===== src/rtl/ps2_pkg.sv =====
// ps2_pkg: definitions shared by the PS/2 host-side blocks.
//   - ps2_tx_state_t : transmitter FSM state encoding
//   - PS2TX_DATA/STAT: register offsets on the peripheral bus
//   - STAT_*         : bit positions inside the status register
//   - ps2_frame_bits : the 10 bits driven after the start bit
package ps2_pkg;

    typedef enum logic [2:0] {
        ST_IDLE    = 3'd0,
        ST_INHIBIT = 3'd1,
        ST_REQ     = 3'd2,
        ST_SHIFT   = 3'd3,
        ST_ACK     = 3'd4,
        ST_WAIT    = 3'd5
    } ps2_tx_state_t;

    localparam logic [2:0] PS2TX_DATA = 3'd0;
    localparam logic [2:0] PS2TX_STAT = 3'd1;

    localparam int STAT_BUSY = 0;
    localparam int STAT_DONE = 1;
    localparam int STAT_ERR  = 2;
    localparam int STAT_NACK = 3;

    // Cycles both lines are held low before the clock is released.
    localparam int REQ_CYC = 16;

    // Bits sent on device clock falls 1..10: data LSB first, odd parity,
    // stop (1 = line released).
    function automatic logic [9:0] ps2_frame_bits(input logic [7:0] data);
        return {1'b1, ~^data, data};
    endfunction

endpackage


===== src/rtl/ps2_line_filter.sv =====
// ps2_line_filter: conditions one raw PS/2 pin.
//   clk, rst : system clock, synchronous active-high reset
//   i_pin    : raw pin level (asynchronous)
//   o_level  : synchronized level, updated only after FILTER_CYC stable cycles
//   o_fall   : one-cycle pulse when o_level goes 1 -> 0
module ps2_line_filter
    import ps2_pkg::*;
#(
    parameter int FILTER_CYC = 8
) (
    input  logic clk,
    input  logic rst,
    input  logic i_pin,
    output logic o_level,
    output logic o_fall
);

    localparam int CW = (FILTER_CYC > 1) ? $clog2(FILTER_CYC) : 1;

    logic          r_sync1;
    logic          r_sync2;
    logic          r_level;
    logic          r_level_d;
    logic [CW-1:0] r_cnt;

    // Idle PS/2 lines are pulled high, so everything resets to 1 to avoid
    // a spurious fall right after reset.
    always_ff @(posedge clk) begin
        if (rst) begin
            r_sync1   <= 1'b1;
            r_sync2   <= 1'b1;
            r_level   <= 1'b1;
            r_level_d <= 1'b1;
            r_cnt     <= '0;
        end else begin
            r_sync1   <= i_pin;
            r_sync2   <= r_sync1;
            r_level_d <= r_level;
            // Count consecutive samples that disagree with the filtered
            // level; any agreeing sample restarts the count.
            if (r_sync2 == r_level) begin
                r_cnt <= '0;
            end else if (r_cnt == CW'(FILTER_CYC - 1)) begin
                r_level <= r_sync2;
                r_cnt   <= '0;
            end else begin
                r_cnt <= r_cnt + 1'b1;
            end
        end
    end

    assign o_level = r_level;
    assign o_fall  = r_level_d & ~r_level;

endmodule


===== src/rtl/ps2_tx.sv =====
// ps2_tx: host-to-device PS/2 transmitter on the peripheral bus.
//   clk, rst          : system clock, synchronous active-high reset
//   a, d, we          : register address, write data, one-cycle write strobe
//   spo               : combinational read data for address a
//   kclk_i, kdata_i   : raw PS/2 pin levels
//   kclk_oe, kdata_oe : 1 pulls the corresponding open-drain pin low
//   busy              : transfer in progress
//   irq               : done | err
//   dbg_state         : current FSM state, for observation only
module ps2_tx
    import ps2_pkg::*;
#(
    parameter int CLOCK_FREQ = 62500000,
    parameter int INHIBIT_US = 120,
    parameter int TIMEOUT_US = 20000,
    parameter int FILTER_CYC = 8
) (
    input  logic          clk,
    input  logic          rst,
    input  logic [2:0]    a,
    input  logic [31:0]   d,
    input  logic          we,
    output logic [31:0]   spo,
    input  logic          kclk_i,
    input  logic          kdata_i,
    output logic          kclk_oe,
    output logic          kdata_oe,
    output logic          busy,
    output logic          irq,
    output ps2_tx_state_t dbg_state
);

    // 64-bit intermediate keeps fractional-MHz clocks exact.
    localparam int INHIBIT_CYC = int'((longint'(CLOCK_FREQ) * INHIBIT_US) / 1000000);
    localparam int TIMEOUT_CYC = int'((longint'(CLOCK_FREQ) * TIMEOUT_US) / 1000000);

    ps2_tx_state_t r_state, w_state_n;
    logic [31:0]   r_cnt, w_cnt_n;
    logic [31:0]   r_tmo, w_tmo_n;
    logic [3:0]    r_bitcnt, w_bitcnt_n;
    logic [7:0]    r_byte, w_byte_n;
    logic          r_kdata_oe, w_kdata_oe_n;
    logic          r_done, w_done_n;
    logic          r_err, w_err_n;
    logic          r_nack, w_nack_n;

    logic          w_kclk;
    logic          w_kclk_fall;
    logic          w_kdata;
    logic          w_kdata_fall_unused;
    logic          w_wr_data;
    logic          w_clr;
    logic [9:0]    w_frame;
    logic          w_unused_d;

    ps2_line_filter #(.FILTER_CYC(FILTER_CYC)) u_clk_filt (
        .clk     (clk),
        .rst     (rst),
        .i_pin   (kclk_i),
        .o_level (w_kclk),
        .o_fall  (w_kclk_fall)
    );

    ps2_line_filter #(.FILTER_CYC(FILTER_CYC)) u_data_filt (
        .clk     (clk),
        .rst     (rst),
        .i_pin   (kdata_i),
        .o_level (w_kdata),
        .o_fall  (w_kdata_fall_unused)
    );

    assign w_wr_data  = we && (a == PS2TX_DATA);
    assign w_clr      = we && (a == PS2TX_STAT) && d[1];
    assign w_frame    = ps2_frame_bits(r_byte);
    assign w_unused_d = ^d[31:8];

    always_ff @(posedge clk) begin
        if (rst) begin
            r_state    <= ST_IDLE;
            r_cnt      <= '0;
            r_tmo      <= '0;
            r_bitcnt   <= '0;
            r_byte     <= '0;
            r_kdata_oe <= 1'b0;
            r_done     <= 1'b0;
            r_err      <= 1'b0;
            r_nack     <= 1'b0;
        end else begin
            r_state    <= w_state_n;
            r_cnt      <= w_cnt_n;
            r_tmo      <= w_tmo_n;
            r_bitcnt   <= w_bitcnt_n;
            r_byte     <= w_byte_n;
            r_kdata_oe <= w_kdata_oe_n;
            r_done     <= w_done_n;
            r_err      <= w_err_n;
            r_nack     <= w_nack_n;
        end
    end

    always_comb begin
        w_state_n    = r_state;
        w_cnt_n      = r_cnt;
        w_tmo_n      = '0;
        w_bitcnt_n   = r_bitcnt;
        w_byte_n     = r_byte;
        w_kdata_oe_n = r_kdata_oe;
        w_done_n     = r_done;
        w_err_n      = r_err;
        w_nack_n     = r_nack;

        // Clear first so that a flag set below in the same cycle wins.
        if (w_clr) begin
            w_done_n = 1'b0;
            w_err_n  = 1'b0;
            w_nack_n = 1'b0;
        end

        unique case (r_state)
            ST_IDLE: begin
                w_kdata_oe_n = 1'b0;
                w_cnt_n      = '0;
                w_bitcnt_n   = '0;
                if (w_wr_data) begin
                    w_byte_n  = d[7:0];
                    w_done_n  = 1'b0;
                    w_err_n   = 1'b0;
                    w_nack_n  = 1'b0;
                    w_state_n = ST_INHIBIT;
                end
            end

            ST_INHIBIT: begin
                if (r_cnt == 32'(INHIBIT_CYC - 1)) begin
                    w_cnt_n      = '0;
                    w_kdata_oe_n = 1'b1;
                    w_state_n    = ST_REQ;
                end else begin
                    w_cnt_n = r_cnt + 32'd1;
                end
            end

            // Data stays low on leaving REQ: that is the start bit.
            ST_REQ: begin
                if (r_cnt == 32'(REQ_CYC - 1)) begin
                    w_cnt_n   = '0;
                    w_state_n = ST_SHIFT;
                end else begin
                    w_cnt_n = r_cnt + 32'd1;
                end
            end

            ST_SHIFT: begin
                w_tmo_n = w_kclk_fall ? 32'd0 : r_tmo + 32'd1;
                if (w_kclk_fall) begin
                    w_kdata_oe_n = ~w_frame[r_bitcnt];
                    if (r_bitcnt == 4'd9) begin
                        w_bitcnt_n = '0;
                        w_state_n  = ST_ACK;
                    end else begin
                        w_bitcnt_n = r_bitcnt + 4'd1;
                    end
                end
            end

            ST_ACK: begin
                w_tmo_n = w_kclk_fall ? 32'd0 : r_tmo + 32'd1;
                if (w_kclk_fall) begin
                    if (w_kdata) begin
                        w_nack_n = 1'b1;
                    end
                    w_state_n = ST_WAIT;
                end
            end

            ST_WAIT: begin
                w_tmo_n = w_kclk_fall ? 32'd0 : r_tmo + 32'd1;
                if (w_kclk && w_kdata) begin
                    w_done_n  = 1'b1;
                    w_state_n = ST_IDLE;
                end
            end

            default: begin
                w_kdata_oe_n = 1'b0;
                w_state_n    = ST_IDLE;
            end
        endcase

        // A stalled device aborts the frame; this overrides any completion
        // decided above in the same cycle.
        if (((r_state == ST_SHIFT) || (r_state == ST_ACK) || (r_state == ST_WAIT))
            && !w_kclk_fall && (r_tmo == 32'(TIMEOUT_CYC - 1))) begin
            w_err_n      = 1'b1;
            w_done_n     = 1'b0;
            w_kdata_oe_n = 1'b0;
            w_bitcnt_n   = '0;
            w_tmo_n      = '0;
            w_state_n    = ST_IDLE;
        end
    end

    always_comb begin
        spo = '0;
        case (a)
            PS2TX_DATA: spo = {24'b0, r_byte};
            PS2TX_STAT: begin
                spo[STAT_BUSY] = busy;
                spo[STAT_DONE] = r_done;
                spo[STAT_ERR]  = r_err;
                spo[STAT_NACK] = r_nack;
            end
            default: spo = '0;
        endcase
    end

    assign kclk_oe   = (r_state == ST_INHIBIT) || (r_state == ST_REQ);
    assign kdata_oe  = r_kdata_oe;
    assign busy      = (r_state != ST_IDLE);
    assign irq       = r_done | r_err;
    assign dbg_state = r_state;

endmodule


===== config.mk =====
export PLATFORM = sky130hd
export DESIGN_NAME = ps2_tx
export DESIGN_NICKNAME = d
export VERILOG_FILES = /design/src/rtl/ps2_pkg.sv /design/src/rtl/ps2_line_filter.sv /design/src/rtl/ps2_tx.sv
export SDC_FILE = /design/constraint.sdc
export NUM_CORES = 1
export LEC_CHECK = 0
export CAP_MARGIN = 20
export CORE_ASPECT_RATIO = 1.5
export CORE_MARGIN = 2
export CORE_UTILIZATION = 40
export CTS_BUF_LIST = sky130_fd_sc_hd__clkbuf_16
export DETAILED_ROUTE_END_ITERATION = 8
export PLACE_DENSITY = 0.71
export SLEW_MARGIN = 30
export SYNTH_ARGS = -nofsm -noshare
export SYNTH_HDL_FRONTEND = slang
export SYNTH_HIERARCHICAL = 1
export SYNTH_SLANG_ARGS = --single-unit

===== constraint.sdc =====
create_clock -name clk -period 2.5 [get_ports clk]
set_input_delay 0.5 -clock clk [delete_from_list [all_inputs] [get_ports clk]]
set_output_delay 0.5 -clock clk [all_outputs]
set_load 0.005 [all_outputs]

==> reports/summary.md <==
## Logic synthesis
• **cells after synthesis** 620
• **yosys synthesis warning count** 6
• **post-synth design cell area** 0.005159 mm^2
• **Avg Inst Size Synth** 8.320 um^2

## Detailed routing
• **Total Wirelength** 11690 um
• **Post-DRT Antenna Nets** 0
• **total DRC errors in the routed layout** 0
• **DR vias/cell** 5.621
• **number of optimization iterations in the first detailed-route pass** 4
• **initial DRC count** 297
• **total number of vias** 4553
• **Routed wire per std cell** 14.44 um

## Global routing
• **antenna violations before repair** 0
• **pin count of the biggest net entering global routing** 33
• **global-route wire length before repair** 19670 um
• **number of global-route vias before repair** 4401
• **overall fraction of global-route tracks in use** 0.1682
• **GRT Residual Overflow** 0

## Critical path
• **reg-to-reg setup timing slack** 0.16 ns
• **CP arrival** 1.96 ns
• **stages on the worst setup path** 5
• **startpoint type of the worst setup path** input port
• **Most Frequent Cell on Critical Path** sky130_fd_sc_hd__clkdlybuf4s50_1
• **first element of the critical path** a[2]
• **last element of the critical path** spo[1]
• **length in cells of the worst reg-to-reg path** 7
• **Critical Path Sink Type** output port
• **ordered cell list for the critical path** clkdlybuf4s50_1, or2_4, buf_4, nor2_1, clkdlybuf4s50_1
• **origin of the critical flop-to-flop path** r_cnt[5]
• **largest delay contributor family on the critical path** buffers and inverters
• **maximum cell stage delay along the critical path** 0.52 ns
• **Critical Path Slowest Stage Cell** sky130_fd_sc_hd__clkdlybuf4s50_1
• **worst flop-to-flop path endpoint** r_cnt[11]
• **startpoint-to-endpoint class of the critical path** input port to output port
• **Worst Path Buf+Inv** 3
• **worst-path maximum fanout** 4
• **Worst EP required** 2.00 ns

## STA
• **Setup Viol. Count Final** 0
• **maximum operating frequency** 0.4069 GHz
• **minimum period implied by the final worst setup slack** 2.458 ns
• **total negative setup slack** 0 ns
• **remaining max-slew budget at the tightest pin** 0.6560
• **share of the clock period used by the worst path** 0.9831
• **actual slew at the worst max-slew pin** 0.5117 ns
• **clock skew after layout** 0.007647 ns
• **hold violation total from the final report** 0
• **number of pins with negative max-slew slack in the final report** 0

## Floorplanning
• **area enclosed by the die boundary** 0.01384 mm^2
• **initial cell density of the core** 0.4123
• **top-level port count** 79
• **cell row count** 50
• **Die W** 96.73 um
• **area inside the core boundary** 0.01251 mm^2
• **Die Ht** 143.1 um

## Placement
• **post-detail-place hpwl** 8392 um
• **placer's final routability congestion estimate** 0.8532
• **Port Buffers** 30
• **dpl cells** 793

## Power and ir drop
• **cell-internal power** 2.493 mW
• **proportion of total power due to net switching** 0.2532
• **power density cells** 567.6 mW/mm^2
• **final total power** 3.338 mW
• **portion of total power attributed to sequential cells** 0.470
• **Peak supply drop** 0.4168 mV
• **P_sw** 845.0 uW
• **part of the total power dissipated in combinational logic** 0.113
• **Clk pwr share** 0.417
• **leakage power figure** 2.184 nW

## Status
• **outcome** completed

## Clock tree
• **CTS Sinks** 96
• **H-tree levels** 3
• **CTS tree** built
• **number of clock buffers inserted by TritonCTS** 9
• **clock slew seen by the registers of the worst setup and hold paths** 0.07 ns
• **Clk Latency, worst-skew pair** 0.35 ns
• **CTS Root Buffer Type** sky130_fd_sc_hd__clkbuf_16
• **maximum root-to-sink buffer count** 2

## Final layout
• **number of nets in the finished design** 698
• **proportion of layout cells with a drive suffix above 1** 0.1040
• **Finished Layout Cells** 810
• **fill cell instance count of the final layout** 1221
• **Area growth, synth to finish** 13.99%
• **count of antenna diodes in the layout** 0

## Hold path
• **hold-critical path depth** 1
• **Hold Path Class** register to register

## Run
• **MaxCap Viol Count** 0

==> cells in the final DEF, fill, tap and decap left out, types with 14 or more instances in the layout <==
cell,n
sky130_fd_sc_hd__a21oi_1,41
sky130_fd_sc_hd__a31oi_1,14
sky130_fd_sc_hd__and3_1,22
sky130_fd_sc_hd__buf_4,21
sky130_fd_sc_hd__clkdlybuf4s50_1,25
sky130_fd_sc_hd__conb_1,24
sky130_fd_sc_hd__dfxtp_1,94
sky130_fd_sc_hd__nand2_1,55
sky130_fd_sc_hd__nand3_1,43
sky130_fd_sc_hd__nand4_1,26
sky130_fd_sc_hd__nor2_1,61
sky130_fd_sc_hd__xnor2_1,19
sky130_fd_sc_hd__xor2_1,21
==> power by group through the flow <==
stage	clock (mW)	combinational (mW)	sequential, mW
after floorplan	0	0.278	1.60
after global placement	0	0.354	1.60
after detailed placement	0	0.366	1.60
after CTS	1.40	0.369	1.57
after global routing	1.47	0.412	1.57
final	1.39	0.377	1.57
==> worst min path at each step <==
stage                              startpoint                   to  slack, ns
after floorplan            u_clk_filt/r_sync1   u_clk_filt/r_sync2       0.39
after global placement    u_data_filt/r_sync1  u_data_filt/r_sync2       0.39
after detailed placement  u_data_filt/r_sync1  u_data_filt/r_sync2       0.40
after CTS                 u_data_filt/r_sync1  u_data_filt/r_sync2       0.42
after global routing      u_data_filt/r_sync1  u_data_filt/r_sync2       0.43
final                     u_data_filt/r_sync1  u_data_filt/r_sync2       0.42
==> timing repair <==
action | 4_1_cts | 5_1_grt
gates resized for setup | 1 | 11
setup endpoints to repair | 1 | 8
pin swaps | 0 | 3
setup buffers | 0 | 1
hold buffers | 0 | 0
endpoints found under the hold margin | 0 | 0
==> area by class of cell <==
type / count / area [um^2] / area share
multi-input combinational: 483 / 2968 / 0.5047
inverter: 8 / 30.03 / 0.005106
clock inverter: 7 / 67.56 / 0.01149
clock buffer: 9 / 225.2 / 0.03830
tap: 156 / 195.2 / 0.03319
sequential: 96 / 1924 / 0.3272
timing repair buffer: 51 / 470.5 / 0.08000
==> registers in the layout (all words and copies together) (netlist names), 3 cells and up <==
signal and cells:
r_cnt 32, r_tmo 32, r_byte 8, r_bitcnt 4, dbg_state 3, u_clk_filt/r_cnt 3, u_data_filt/r_cnt 3
==> layer usage <==
layer | wire (um) | vias to the layer above | global-route usage | share of wire
li1 | - | 2227 | - | -
met1 | 4626 | 2166 | 0.1758 | 0.40
met2 | 6206 | 127 | 0.3154 | 0.53
met3 | 512 | 33 | 0.02986 | 0.044
met4 | 347 | 0 | 0.09489 | 0.030
met5 | 0 | - | 0 | 0
==> stage by stage <==
| step | hold WS, ns | util | worst slack (ns) | instance area, um^2 |
|---|---|---|---|---|
| CTS | 0.4174 | 0.4664 | 0.009626 | 5836 |
| global route | 0.4320 | 0.4700 | -0.01955 | 5881 |
| detailed placement | 0.4013 | 0.4429 | 0.01952 | 5542 |
| floorplan | 0.3895 | - | 0.4957 | 5245 |
| finish | 0.4165 | 0.4700 | 0.04230 | 5881 |
| global placement | 0.3919 | 0.4429 | 0.03488 | 5542 |
(Power assumes the default switching activity.)
